**src/rtl/mul_ctrl_unit.sv**
```systemverilog
// Control FSM for the shift-and-add multiplier datapath.
// It loads the two operands over a valid/ready handshake, runs the add loop until B reaches zero, and reports done or err.
module mul_ctrl_unit #(
  parameter int               CNT_W    = 16,
  parameter logic [CNT_W-1:0] MAX_ITER = 16'hFFFF
) (
  input  logic             clk,
  input  logic             rst,
  input  logic             start,
  input  logic             abort,
  input  logic             op_valid,
  output logic             op_ready,
  input  logic             eqz,
  output logic             LdA,
  output logic             LdB,
  output logic             LdP,
  output logic             clrP,
  output logic             decB,
  output logic             busy,
  output logic             done,
  output logic             err,
  output logic [CNT_W-1:0] iter_cnt
);

  typedef enum logic [2:0] {
    S_IDLE,
    S_LDA,
    S_LDB,
    S_MUL,
    S_DONE,
    S_ERR
  } state_t;

  state_t           state, state_next;
  logic [CNT_W-1:0] iter_next;

  always_ff @(posedge clk or posedge rst) begin
    if (rst) begin
      state    <= S_IDLE;
      iter_cnt <= '0;
    end else begin
      state    <= state_next;
      iter_cnt <= iter_next;
    end
  end

  always_comb begin
    state_next = state;
    iter_next  = iter_cnt;
    op_ready   = 1'b0;
    LdA        = 1'b0;
    LdB        = 1'b0;
    LdP        = 1'b0;
    clrP       = 1'b0;
    decB       = 1'b0;
    done       = 1'b0;
    err        = 1'b0;
    busy       = (state != S_IDLE);

    // Abort wins over every transition and masks all strobes for this cycle.
    if (abort && state != S_IDLE) begin
      state_next = S_IDLE;
    end else begin
      case (state)
        S_IDLE: begin
          if (start) begin
            state_next = S_LDA;
            iter_next  = '0;
          end
        end
        S_LDA: begin
          op_ready = 1'b1;
          LdA      = op_valid;
          if (op_valid) state_next = S_LDB;
        end
        S_LDB: begin
          op_ready = 1'b1;
          LdB      = op_valid;
          clrP     = op_valid;
          if (op_valid) state_next = S_MUL;
        end
        S_MUL: begin
          if (eqz) begin
            state_next = S_DONE;
          end else if (iter_cnt == MAX_ITER) begin
            state_next = S_ERR;
          end else begin
            LdP       = 1'b1;
            decB      = 1'b1;
            iter_next = iter_cnt + CNT_W'(1);
          end
        end
        S_DONE: begin
          done       = 1'b1;
          state_next = S_IDLE;
        end
        S_ERR: begin
          err        = 1'b1;
          state_next = S_IDLE;
        end
        default: state_next = S_IDLE;
      endcase
    end
  end

endmodule
```
**config.mk**
```make
export PLATFORM = sky130hd
export DESIGN_NAME = mul_ctrl_unit
export DESIGN_NICKNAME = d
export VERILOG_FILES = /design/src/rtl/mul_ctrl_unit.sv
export SDC_FILE = /design/constraint.sdc
export NUM_CORES = 1
export LEC_CHECK = 0
export ABC_AREA = 1
export BUFFER_PORTS_ARGS = -buffer_cell sky130_fd_sc_hd__buf_2
export CAP_MARGIN = 25
export CORE_ASPECT_RATIO = 0.9
export CORE_MARGIN = 5
export CORE_UTILIZATION = 56
export CTS_BUF_LIST = sky130_fd_sc_hd__clkbuf_4 sky130_fd_sc_hd__clkbuf_8
export DETAILED_ROUTE_END_ITERATION = 16
export GPL_TIMING_DRIVEN = 0
export PLACE_DENSITY = 0.86
export SETUP_SLACK_MARGIN = 0.15
export SYNTH_ARGS = -nofsm -noshare
export SYNTH_HDL_FRONTEND = slang
export SYNTH_SLANG_ARGS = --single-unit
```
**constraint.sdc**
```tcl
create_clock -name clk -period 1.9 [get_ports clk]
set_input_delay 0.475 -clock clk [delete_from_list [all_inputs] [get_ports clk]]
set_output_delay 0.475 -clock clk [all_outputs]
set_load 0.005 [all_outputs]
```
Yosys cells after proc, flatten, opt, wreduce, memory -nomap -nowiden. Cells that the tools add are included.

Bits in registers: 19. Bits in latches: 0. RAM bits: 0. Memory bits (read-only): 0. Output and inout port bits: 25. Logic and storage cells: 49. Memories kept: 0.

$add $sub $neg: 1. Multipliers: 0. Divide/modulo/power cells: 0. Order comparisons: 0. Equality and inequality tests: 13. Shifts and indexed selects: 0. Mux-type cells: 25. Bitwise operators: 1. Reductions and logical operators: 7.

Operator list (number): $mux W16 (3); $pmux W16 S2 (1); $mux W3 (6); $add A16 B1 Y16 const B (1); $eq A16 B16 Y1 const B (1); $mux W1 (14); $pmux W3 S4 (1); $ne A3 B3 Y1 const B (3); $eq A3 B2 Y1 const B (2); $eq A3 B3 Y1 const B (2); $ne A2 B2 Y1 const B (3); $reduce_and A5 Y1 (1); $ne A4 B4 Y1 const B (1); $reduce_and A4 Y1 (1); $eq A3 B1 Y1 const B (1); $logic_not A3 Y1 (1); $reduce_bool A3 Y1 (1); $reduce_bool A2 Y1 (1); $reduce_or A2 Y1 (1); $logic_and A1 B1 Y1 (1); $not A1 Y1 (1).

Logic depth before layout (Yosys ltp).
Depth in word-level cells: 5. Depth in mapped cells: 10.

Least setup slack after synthesis. Ideal clock, no wire load.

Path kind: flip-flop to output port. From: reg iter_cnt[0]. To: out decB. Arrival time: 1.348 ns. Data required time: 1.425 ns. Path slack: 0.077 ns. Cell stages (with the launch flop): 10. Path buffers: 1. Cells stage by stage: dfrtp_1 > ha_1 > nand2_2 > nor2_4 > nand2_4 > nor2_4 > nor2_1 > nand2_1 > inv_1 > buf_4.

Cells in the longest elaborated chain, start to end: 5.

Ends and longest elaborated chain: start: declaration (line 22) `output logic [CNT_W-1:0] iter_cnt`; start signal: assignment (line 43) `iter_cnt <= iter_next;`; $eq A16 B16 Y1 (line 85) `end else if (iter_cnt == MAX_ITER) begin`; $mux W1 (4 in series); end: declaration (line 18) `output logic decB,`.

Every way passes these cells.

Worst setup path in the final report.
From: reg iter_cnt[0]. To: out decB.

Cells in the longest elaborated chain, start to end: 5.

Ends and longest elaborated chain: $eq A16 B16 Y1 (line 85); $mux W1 (line 85); $mux W1 (line 83) `if (eqz) begin`; $mux W1 (line 64) `case (state)`; $mux W1 (line 61) `if (abort && state != S_IDLE) begin`.

Every way passes these cells.

==> qor.yml <==
synth_cells: 202
initial_core_util: 0.598
synth_top_family_by_area: "simple AND/OR/NAND/NOR gates"
synth_top_area_frac: 0.320
required_ps: 1420
crit_buf_inv: 3
drive_gt1_frac: 0.547
first_global_vias: 1426
crit_type: "flop to primary output"
crit_fanout: 4
nFillCells: 103
synth.yosys.seq_area_share: 0.320
cts.sinks: 19
first_pass_iters: 6
violations: "negative setup slack"
routabilityCongestion: 0.872
drt-total-wl_mm: 5.64
synth_cell_type_count: 27
critical_path.max_stage_delay_ps: 380
max_slew_margin: 0.497
setup_slack_ps: -266
wl_per_cell_um: 19.3
setup-tns-final_ps: -2810
syn_area_um2: 1490
placed_area_um2: 1680
stdcell_count: 293
critPathCaptureType: "primary output"
clock_path_buffers: 2
ant_nets: 0
start_kind: "flop"
ys.flop_type: "dfrtp_1"
regArea_um2: 485
netlist.top_cell.by_area: "dfrtp_1"
post-route-drc-count: 0
synth_edf_count: 0
final_cell_area_um2: 2230
row_count: 17
outcome: "finished with violations"
n_antenna_cell: 0
slew_violations: 0
numCtsBuffers: 3
ir_worst_vdd_mv: 1.21
grt_first_pass_wirelength_mm: 6.77
cp_slowest_cell: "dfrtp_1"
core_um2: 2490
postCtsHoldBufs: 0
vias: 1804
netlist_top_cells_area: "dfrtp_1 32%, nand2_1 9.6%, o21ai_2 8.8%"
gr-total-overflow: 0
clock.fmax_mhz: 462
hpwlAfterDp_mm: 2.53
synth_mux_area_frac: 0
track_usage: 0.223
cts-root-buf: "clkbuf_4"
finalPower_mw: 2.37
port_buffers: 30
crit_chain: "ha_2, nand2_2, nor2_4, nand2_4, nor2_4, nor2_2, nand2_2, inv_2, buf_6, buf_6"
max_cap_violations: 0
synth-simple-area-share: 0.418
ys_ff_latch: 19
hp-class: "input pin to async pin"
die_y_um: 58.9
multi_input_area_um2: 1010
tritoncts: "built"
antenna_found_initial: 0
syn_to_final_growth_pct: 49.7
die_w_um: 64.3
drt_iter0_markers: 290
p_leak_nw: 1.16
cts.clk_slew.worst_paths_ps: 110
async_flop_share: 1.00
synth.avg_cell_area_um2: 7.36
power_density_nw_per_um2: 1060
vias_per_cell: 6.16
rsz0062_at_grt: "true"
critPathArrivalTime_ps: 1690
ioPinCount: 31
synth_most_common_cell: "nand2_1"
setup-violations-final: 21
hold_viol: 0
synth_xor_area_frac: 0
dieArea_um2: 3790
syn_nets: 209
synth_top_cells_by_count: "38 x nand2_1, 28 x inv_1, 23 x nand3_1"
synth-compound-area-share: 0.145
grt_max_degree: 20
synthAdderAreaFrac: 0.00841
cts_max_level: 1
finClkSkew_ps: 10.2
dpl.cell_count: 260
synth_warnings: 0
final_nets: 273
critPathTopFamily: "simple AND/OR/NAND/NOR gates"
clock_latency_ps: 300
finalCritPeriodShare: 1.14
tightest_slew_ps: 754
min_period_ps: 2170
[per-stage QoR]
stage	util	setup slack, ps	hold slack (ps)
after floorplan	-	94.1	426
after global placement	0.675	-84.4	531
after detailed placement	0.675	-97.0	551
after CTS	0.814	-189	294
after global routing	0.895	-329	320
final	0.895	-266	286
[repair_timing]
action,4_1_cts,5_1_grt
setup buffers,20,7
cloned,0,2
endpoints found under the hold margin,0,0
pin swaps,17,12
endpoints found under the setup margin,6,25
gates resized for setup,43,26
[cell usage in the layout, fill, tap and decap left out, drive strengths merged]
master  Yosys  layout
nand4       5       5
a21oi       4       4
clkbuf      0       6
nand3b      1       1
o211ai      1       1
dfrtp      19      19
o21bai      2       2
nor4        2       2
buf         6      63
nor2       25      25
nand3      24      24
or2         2       2
inv        29      29
nor3        2       2
nand2      58      58
o21ai      21      21
ha          1       1
[registers in the layout, indices dropped and copies added (netlist names)]
name / cells
iter_cnt: 16
state: 3
[routing by layer]
metal	vias to the layer above	part of all wire	GRT usage
li1	774	-	-
met1	825	0.36	0.310
met2	164	0.48	0.365
met3	41	0.12	0.0496
met4	0	0.038	0.0262
met5	-	0	0
[power by group]
group          internal, mW  leakage [nW]  switching (mW)
registers             0.438         0.249          0.0271
logic                 0.764         0.892           0.921
clock network        0.0961        0.0184           0.124
total                  1.30          1.16            1.07
[final cells by class]
| class | count | share of cell area |
|---|---|---|
| Buffer | 6 | 0.0376 |
| Clock buffer | 4 | 0.0135 |
| Inverter | 29 | 0.0511 |
| Multi-Input combinational cell | 148 | 0.455 |
| Sequential cell | 19 | 0.218 |
| Tap cell | 28 | 0.0157 |
| Timing Repair Buffer | 59 | 0.209 |
[cells by family after synthesis]
family	Yosys count
simple gates	119
flops	19
compound gates	28
fa+ha+maj	1
buf+inv	35
[final timing paths]
| kind | start | end | slack [ps] | cells past startpoint |
|---|---|---|---|---|
| max | iter_cnt[0] | decB | -270 | 10 |
| min | rst | iter_cnt[9] | 290 | 2 |
| min in group clk | iter_cnt[13] | iter_cnt[13] | 590 | 2 |
| min reg2reg | iter_cnt[13] | iter_cnt[13] | 590 | 2 |
| max in group asynchronous | rst | iter_cnt[12] | 1090 | 2 |
| max reg2reg | iter_cnt[0] | iter_cnt[3] | -160 | 15 |
Power figures use the tool's default switching activity.
